$ cat src/rtl/player_sprite.sv
// Player sprite renderer: latches the player position once per frame at the VS falling edge,
// runs the idle/stand/walk/air animation FSM and produces a 3-stage pipelined palette lookup.
module player_sprite #(
  parameter int SPRITE_W    = 32,
  parameter int SPRITE_H    = 32,
  parameter int WALK_FRAMES = 4,
  parameter int ANIM_DIV    = 6,
  parameter int GROUND_Y    = 250,
  parameter int INIT_X      = 40,
  parameter int INIT_Y      = 250,
  parameter int TRANSPARENT = 0,
  parameter int ROM_ADDR_W  = 13
) (
  input  logic                  Clk,
  input  logic                  Reset_n,
  input  logic                  VS,
  input  logic                  Start,
  input  logic [9:0]            Ball_X,
  input  logic [9:0]            Ball_Y,
  input  logic [9:0]            DrawX,
  input  logic [9:0]            DrawY,
  output logic [ROM_ADDR_W-1:0] rom_addr,
  input  logic [3:0]            rom_data,
  output logic                  pixel_on,
  output logic [3:0]            pixel_idx,
  output logic [1:0]            anim_state
);

  localparam int XB = $clog2(SPRITE_W);
  localparam int YB = $clog2(SPRITE_H);
  localparam int FB = $clog2(WALK_FRAMES + 2);
  localparam int WB = (WALK_FRAMES > 1) ? $clog2(WALK_FRAMES) : 1;
  localparam int DB = (ANIM_DIV > 1) ? $clog2(ANIM_DIV) : 1;

  typedef enum logic [1:0] {
    S_IDLE  = 2'd0,
    S_STAND = 2'd1,
    S_WALK  = 2'd2,
    S_AIR   = 2'd3
  } state_t;

  state_t                r_state;
  state_t                w_next_state;
  logic                  r_vs_prev;
  logic                  r_facing_left;
  logic [9:0]            r_pos_x;
  logic [9:0]            r_pos_y;
  logic [WB-1:0]         r_walk_frame;
  logic [DB-1:0]         r_div_cnt;
  logic                  r_v1;
  logic                  r_v2;

  logic                  w_tick;
  logic signed [10:0]    w_dx;
  logic signed [10:0]    w_rx;
  logic signed [10:0]    w_ry;
  logic                  w_in_box;
  logic [XB-1:0]         w_col;
  logic [FB-1:0]         w_f;
  logic [ROM_ADDR_W-1:0] w_addr;

  assign w_tick     = r_vs_prev & ~VS;
  assign w_dx       = {1'b0, Ball_X} - {1'b0, r_pos_x};
  assign anim_state = r_state;

  // Next animation state, evaluated against the incoming position at the frame tick
  always_comb begin
    w_next_state = S_STAND;
    if (!Start) begin
      w_next_state = S_IDLE;
    end else if (Ball_Y < 10'(GROUND_Y)) begin
      w_next_state = S_AIR;
    end else if (w_dx != 11'sd0) begin
      w_next_state = S_WALK;
    end else begin
      w_next_state = S_STAND;
    end
  end

  // Per-frame snapshot of position, facing and walk-cycle counters
  always_ff @(posedge Clk or negedge Reset_n) begin
    if (!Reset_n) begin
      r_vs_prev     <= 1'b1;
      r_pos_x       <= 10'(INIT_X);
      r_pos_y       <= 10'(INIT_Y);
      r_state       <= S_IDLE;
      r_facing_left <= 1'b0;
      r_walk_frame  <= {WB{1'b0}};
      r_div_cnt     <= {DB{1'b0}};
    end else begin
      r_vs_prev <= VS;
      if (w_tick) begin
        r_pos_x <= Ball_X;
        r_pos_y <= Ball_Y;
        r_state <= w_next_state;
        if (w_dx[10]) begin
          r_facing_left <= 1'b1;
        end else if (w_dx != 11'sd0) begin
          r_facing_left <= 1'b0;
        end else begin
          r_facing_left <= r_facing_left;
        end
        // Only a tick that stays in WALK advances the cycle; entry and exit restart it
        if (w_next_state == S_WALK && r_state == S_WALK) begin
          if (r_div_cnt == DB'(ANIM_DIV - 1)) begin
            r_div_cnt <= {DB{1'b0}};
            if (r_walk_frame == WB'(WALK_FRAMES - 1)) begin
              r_walk_frame <= {WB{1'b0}};
            end else begin
              r_walk_frame <= r_walk_frame + WB'(1);
            end
          end else begin
            r_div_cnt <= r_div_cnt + DB'(1);
          end
        end else begin
          r_div_cnt    <= {DB{1'b0}};
          r_walk_frame <= {WB{1'b0}};
        end
      end
    end
  end

  // Sprite frame selection and box test for the current draw position
  always_comb begin
    w_f = {FB{1'b0}};
    case (r_state)
      S_WALK:  w_f = FB'(1) + FB'(r_walk_frame);
      S_AIR:   w_f = FB'(WALK_FRAMES + 1);
      default: w_f = {FB{1'b0}};
    endcase
  end

  assign w_rx     = {1'b0, DrawX} - {1'b0, r_pos_x};
  assign w_ry     = {1'b0, DrawY} - {1'b0, r_pos_y};
  assign w_in_box = !w_rx[10] && (w_rx < 11'(SPRITE_W)) && !w_ry[10] && (w_ry < 11'(SPRITE_H));
  assign w_col    = r_facing_left ? (XB'(SPRITE_W - 1) - w_rx[XB-1:0]) : w_rx[XB-1:0];
  assign w_addr   = ROM_ADDR_W'(w_f) * ROM_ADDR_W'(SPRITE_W * SPRITE_H)
                  + ROM_ADDR_W'(w_ry[YB-1:0]) * ROM_ADDR_W'(SPRITE_W)
                  + ROM_ADDR_W'(w_col);

  // Address, ROM wait and palette output stages
  always_ff @(posedge Clk or negedge Reset_n) begin
    if (!Reset_n) begin
      rom_addr  <= {ROM_ADDR_W{1'b0}};
      r_v1      <= 1'b0;
      r_v2      <= 1'b0;
      pixel_on  <= 1'b0;
      pixel_idx <= 4'd0;
    end else begin
      rom_addr  <= w_in_box ? w_addr : {ROM_ADDR_W{1'b0}};
      r_v1      <= w_in_box;
      r_v2      <= r_v1;
      pixel_on  <= r_v2 && (rom_data != 4'(TRANSPARENT));
      pixel_idx <= r_v2 ? rom_data : 4'd0;
    end
  end

endmodule

$ cat config.mk
export PLATFORM = sky130hd
export DESIGN_NAME = player_sprite
export DESIGN_NICKNAME = d
export VERILOG_FILES = /design/src/rtl/player_sprite.sv
export SDC_FILE = /design/constraint.sdc
export NUM_CORES = 1
export LEC_CHECK = 0
export CORE_MARGIN = 2
export CORE_UTILIZATION = 52
export CTS_CLUSTER_SIZE = 8
export DETAILED_ROUTE_END_ITERATION = 12
export PLACE_DENSITY_LB_ADDON = 0.2
export SLEW_MARGIN = 25
export SYNTH_ARGS = -nofsm -noshare
export SYNTH_HDL_FRONTEND = slang
export SYNTH_SLANG_ARGS = --single-unit
$ cat constraint.sdc
create_clock -name Clk -period 3.7 [get_ports Clk]
set_clock_uncertainty 0.2 [all_clocks]
set_input_delay 0.74 -clock Clk [delete_from_list [all_inputs] [get_ports Clk]]
set_output_delay 0.74 -clock Clk [all_outputs]
set_load 0.1 [all_outputs]
=== Word-level counts from Yosys, hierarchy flattened ===
Cells that the tools add are included.

* Register bits: 49
* Input bits: 48
* Output and inout port bits: 20
* Logic and storage cells: 58

* $add $sub $neg: 9
* $lt $le $gt $ge: 3
* Eq/ne operators: 6
* Muxes and demuxes: 14
* Bitwise operators: 2
* Reduce and logical (&&, ||, !) cells: 12

{| class="wikitable"
|+ Operators by type and width
! operator !! number
|-
| $sub A10 B10 Y11 || 3
|-
| $lt A11 B7 Y1 const B || 2
|-
| $add A13 B10 Y13 || 1
|-
| $add A13 B5 Y13 || 1
|-
| $mux W13 || 1
|-
| $mux W2 || 6
|-
| $reduce_bool A11 Y1 || 1
|-
| $lt A10 B8 Y1 const B || 1
|-
| $eq A2 B2 Y1 const B || 4
|-
| $mux W3 || 2
|-
| $pmux W3 S2 || 1
|-
| $logic_and A1 B1 Y1 || 5
|-
| $mux W5 || 1
|-
| $sub A5 B5 Y5 const A || 1
|-
| $mux W4 || 1
|-
| $reduce_and A2 Y1 || 2
|-
| $reduce_bool A4 Y1 || 1
|-
| $add A1 B2 Y3 const A || 1
|-
| $add A3 B1 Y3 const B || 1
|-
| $eq A3 B3 Y1 const B || 1
|-
| $add A2 B1 Y2 const B || 1
|-
| $logic_not A1 Y1 || 2
|-
| $mux W1 || 2
|-
| $ne A2 B1 Y1 const B || 1
|-
| 3 further kinds || 3
|}

=== Logic depth before layout (Yosys ltp) ===
* Depth in word-level cells: 9
* Mapped depth: 14
* Depth with buffers taken out: 12

=== Least setup slack after synthesis ===
No wires, ideal clock.

* Kind: in2reg
* Start point: input port DrawY[0]
* End point: register rom_addr[10]
* Library setup time: 0.083 ns
* Data arrival time: 3.129 ns
* Data required time: 3.417 ns
* Path slack: 0.288 ns
* Cell stages on the path: 14
* Path buffers: 2
* Cells stage by stage: inv_1 -> ha_1 -> inv_1 -> fa_1 -> a211oi_1 -> nor2_1 -> o31ai_1 -> a21oi_1 -> xnor2_1 -> nand2_1 -> or4_4 -> buf_6 -> buf_8 -> nor3_2

* Longest elaborated chain between the ends: 5
* Elaborated cells on any way between the ends: 8
* Those cells by class: add/sub (3); order compare (1); mux (1); reduce/logical (3)

{| class="wikitable"
|+ Ends and longest elaborated chain
! what !! RTL line !! text
|-
| start: declaration || 21 || <nowiki>input logic [9:0] DrawY,</nowiki>
|-
| $sub A10 B10 Y11 * || 134 || <nowiki>assign w_ry = {1'b0, DrawY} - {1'b0, r_pos_y};</nowiki>
|-
| branches (longest 3 deep; another with $add A13 B10 Y13) || -- ||
|-
| $mux W13 * || 150 || <nowiki>rom_addr <= w_in_box ? w_addr : {ROM_ADDR_W{1'b0}};</nowiki>
|-
| end signal: assignment || 144 || <nowiki>rom_addr <= {ROM_ADDR_W{1'b0}};</nowiki>
|-
| end signal: assignment || 150 ||
|-
| end: declaration || 22 || <nowiki>output logic [ROM_ADDR_W-1:0] rom_addr,</nowiki>
|}

Mark *: on every way between the ends.
A chain may end at the register's enable or synchronous reset.

=== Worst setup path after layout ===
* Start point: input port DrawY[1]
* End point: register rom_addr[9]

Same word-level chain as after synthesis.

==> metrics.cfg <==
[status]
status=finished, final reports clean

[cells_and_area]
drive_gt1_share_pct=18.6
nNetsFinal=512
stdcell_count=506
layout_common_cells=clkdlybuf4s50_1 (62), dfrtp_1 (40), nand2_1 (36)
syn2layout_area_growth_pct=32.6
final_common_cell=clkdlybuf4s50_1
num_antenna_cells=0

[detailed_routing]
vias_per_cell=5.55
dr_total_vias=2807
first_pass_iters=4
routed_wl_mm=7.56
drt_iter0_markers=122
wl_per_cell_um=14.9
drc=0
ant_nets=0

[global_routing]
grt_max_degree=34
grt_pass1_wl_mm=12.8
grt_use_total_pct=22.4
grt_pass1_vias=2904
met1_usage_pct=27.4
gr-usage-met3_pct=4.37
grt_util_met2_pct=39.9
grt-busiest-layer=met2
antenna_found_initial=0
grt_overflow=0

[sta]
setup_viol=0
min_period_ns=3.54
slew_violations=0
worst_hold_slack_ns=0.170
max_freq_ghz=0.283
max_slew_margin_pct=34.1
setup-tns-final_ns=0
hold_viol_final=0
worst_pin_slew_ns=0.985
fin_crit_sh_pct=95.6
rsz0062_at_grt=no
worst_slack_ns=0.164

[hold_path]
worstHoldPathType=reg -> reg

[placed_design]
preCtsSetupSlack_ns=-0.300
dp_hpwl_mm=5.76
gp_congestion=0.842
port_buffers=67
placed_cells=495

[worst_setup_path]
path_buf_inv=1
critPathKind=in -> reg
crit_required_ns=3.73
cpLargestDelayFamily=simple AND/OR/NAND/NOR gates
crit_path_end_kind=flip-flop
r2r_end=rom_addr[9]
cp_max_fo=7
regToRegStartpoint=r_pos_y[1]
cp-startpoint=DrawY[1]
crit_chain=clkdlybuf4s50_1 -> ha_1 -> nor2b_1 -> o31a_4 -> nor3_2 -> o21bai_1 -> a21oi_1 -> mux2_1 -> or4_4 -> nor4_4
reg2reg_depth=10
cp.depth=10
crit_path_start_kind=input port
slowest_stage=or4_4
slowest_delay_ns=0.60
r2r_slack_ns=0.51
cp.arrival_ns=3.56
crit_path_end=rom_addr[9]

[synth]
syn_area_per_cell_um2=9.53
syn_area_mm2=0.00325
synth_ff_type=dfrtp_1
synth_edf_count=0
synthDistinctLibCells=60
syn-instance-count=341
ys_seq_elements=49
yosys_warnings=0
synth_seq_area_share_pct=38.1
syn-num-nets=423
async_reset_ff_share_pct=100

[clock_network]
cts.clk_slew.worst_paths_ns=0.10
clkSinkCount=49
cts_hold_buf=0
cts_tree=done
clockBufferDepth=2
clk_latency_ns=0.31
cts_buffers=5
cts_root_buffer=clkbuf_8
htree_levels=2

[floorplanning]
fp.dieArea_mm2=0.00690
initial_utilization_pct=54.2
core-area_mm2=0.00599
ioPinCount=68
fp.dieW_um=83.1
core.rowCount=28
die_h_um=83.1

[power]
ir_drop_uv=187
power.total_w=0.00158
pwr_density_cell_mw_per_mm2=368
leakagePower_nw=1.88

[job]
drv_cap=0

==> worst reg2reg max path: stages, from the launching register on <==
cell and delay, ns:
dfstp_2 0.52, inv_1 0.07, ha_1 0.27, nor2b_1 0.15, o31a_4 0.28, nor3_2 0.13, o21bai_1 0.09, a21oi_1 0.16
mux2_1 0.37, or4_4 0.60, nor4_4 0.27
==> sequential cells by signal, summed over array words and instances, names as in the netlist <==
register / cells
anim_state: 2
pixel_idx: 4
pixel_on: 1
r_div_cnt: 3
r_facing_left: 1
r_pos_x: 10
r_pos_y: 10
r_v1: 1
r_v2: 1
r_vs_prev: 1
r_walk_frame: 2
rom_addr: 13
==> power by group <==
part           internal (W)  leakage (nW)  switching, W
sequential         0.000578         0.629     0.0000200
combinational      0.000303          1.20      0.000347
clock              0.000138        0.0452      0.000198
total               0.00102          1.88      0.000564
==> layout make-up <==
class	count	area, um2
Inverter	29	109
Tap cell	75	93.8
Clock inverter	3	25.0
Timing Repair Buffer	90	851
Clock buffer	5	68.8
Fill cell	468	1680
Sequential cell	49	1240
Multi-Input combinational cell	255	1920
==> kinds of logic after synthesis <==
group           Yosys count  synth area share, %
simple gates            106                 18.4
compound gates           96                 19.7
flops                    49                 38.1
buf+inv                  38                 5.01
fa+ha+maj                34                 13.8
xor+xnor                 14                 3.77
mux                       4                 1.31
==> timing repair <==
action                     4_1_cts  5_1_grt
setup endpoints to repair        0       13
resized for setup                0       17
setup buffers                    0        2
hold endpoints to repair         0        0
==> layer usage <==
layer	routed length [um]	part of all wire [%]	up-vias
li1	-	-	1392
met1	3340	44	1335
met2	3780	50	70
met3	320	4.2	10
met4	114	1.5	0
met5	0	0	-
==> Yosys cell counts (7+ instances only) <==
| cell type | number | area (um2) |
|---|---|---|
| ha_1 | 31 | 388 |
| inv_1 | 29 | 109 |
| a21oi_1 | 14 | 70.1 |
| o21ai_0 | 34 | 170 |
| dfstp_2 | 9 | 236 |
| nor3_1 | 7 | 35.0 |
| nand2_1 | 36 | 135 |
| dfrtp_1 | 40 | 1000 |
| nor3_2 | 10 | 100 |
| nor2b_1 | 10 | 62.6 |
| xnor2_1 | 9 | 78.8 |
| nor2_1 | 15 | 56.3 |
==> worst min-delay path by stage <==
stage	from	endpoint	slack, ns	cells after the start
6_report	r_v1	r_v2	0.17	0
5_1_grt	r_v1	r_v2	0.18	0
4_1_cts	r_v1	r_v2	0.18	0
3_5_place_dp	r_v1	r_v2	0.15	0
3_3_place_gp	r_v1	r_v2	0.14	0
2_1_floorplan	r_v1	r_v2	0.13	0
==> per-stage QoR <==
stage	cell area (um2)	utilization, %
after detailed placement	4130	68.9
final	4310	71.9
after global placement	4130	68.9
after global routing	4310	71.9
after floorplan	3250	-
after CTS	4220	70.4
Note: power is estimated with default switching activity, not from simulation.
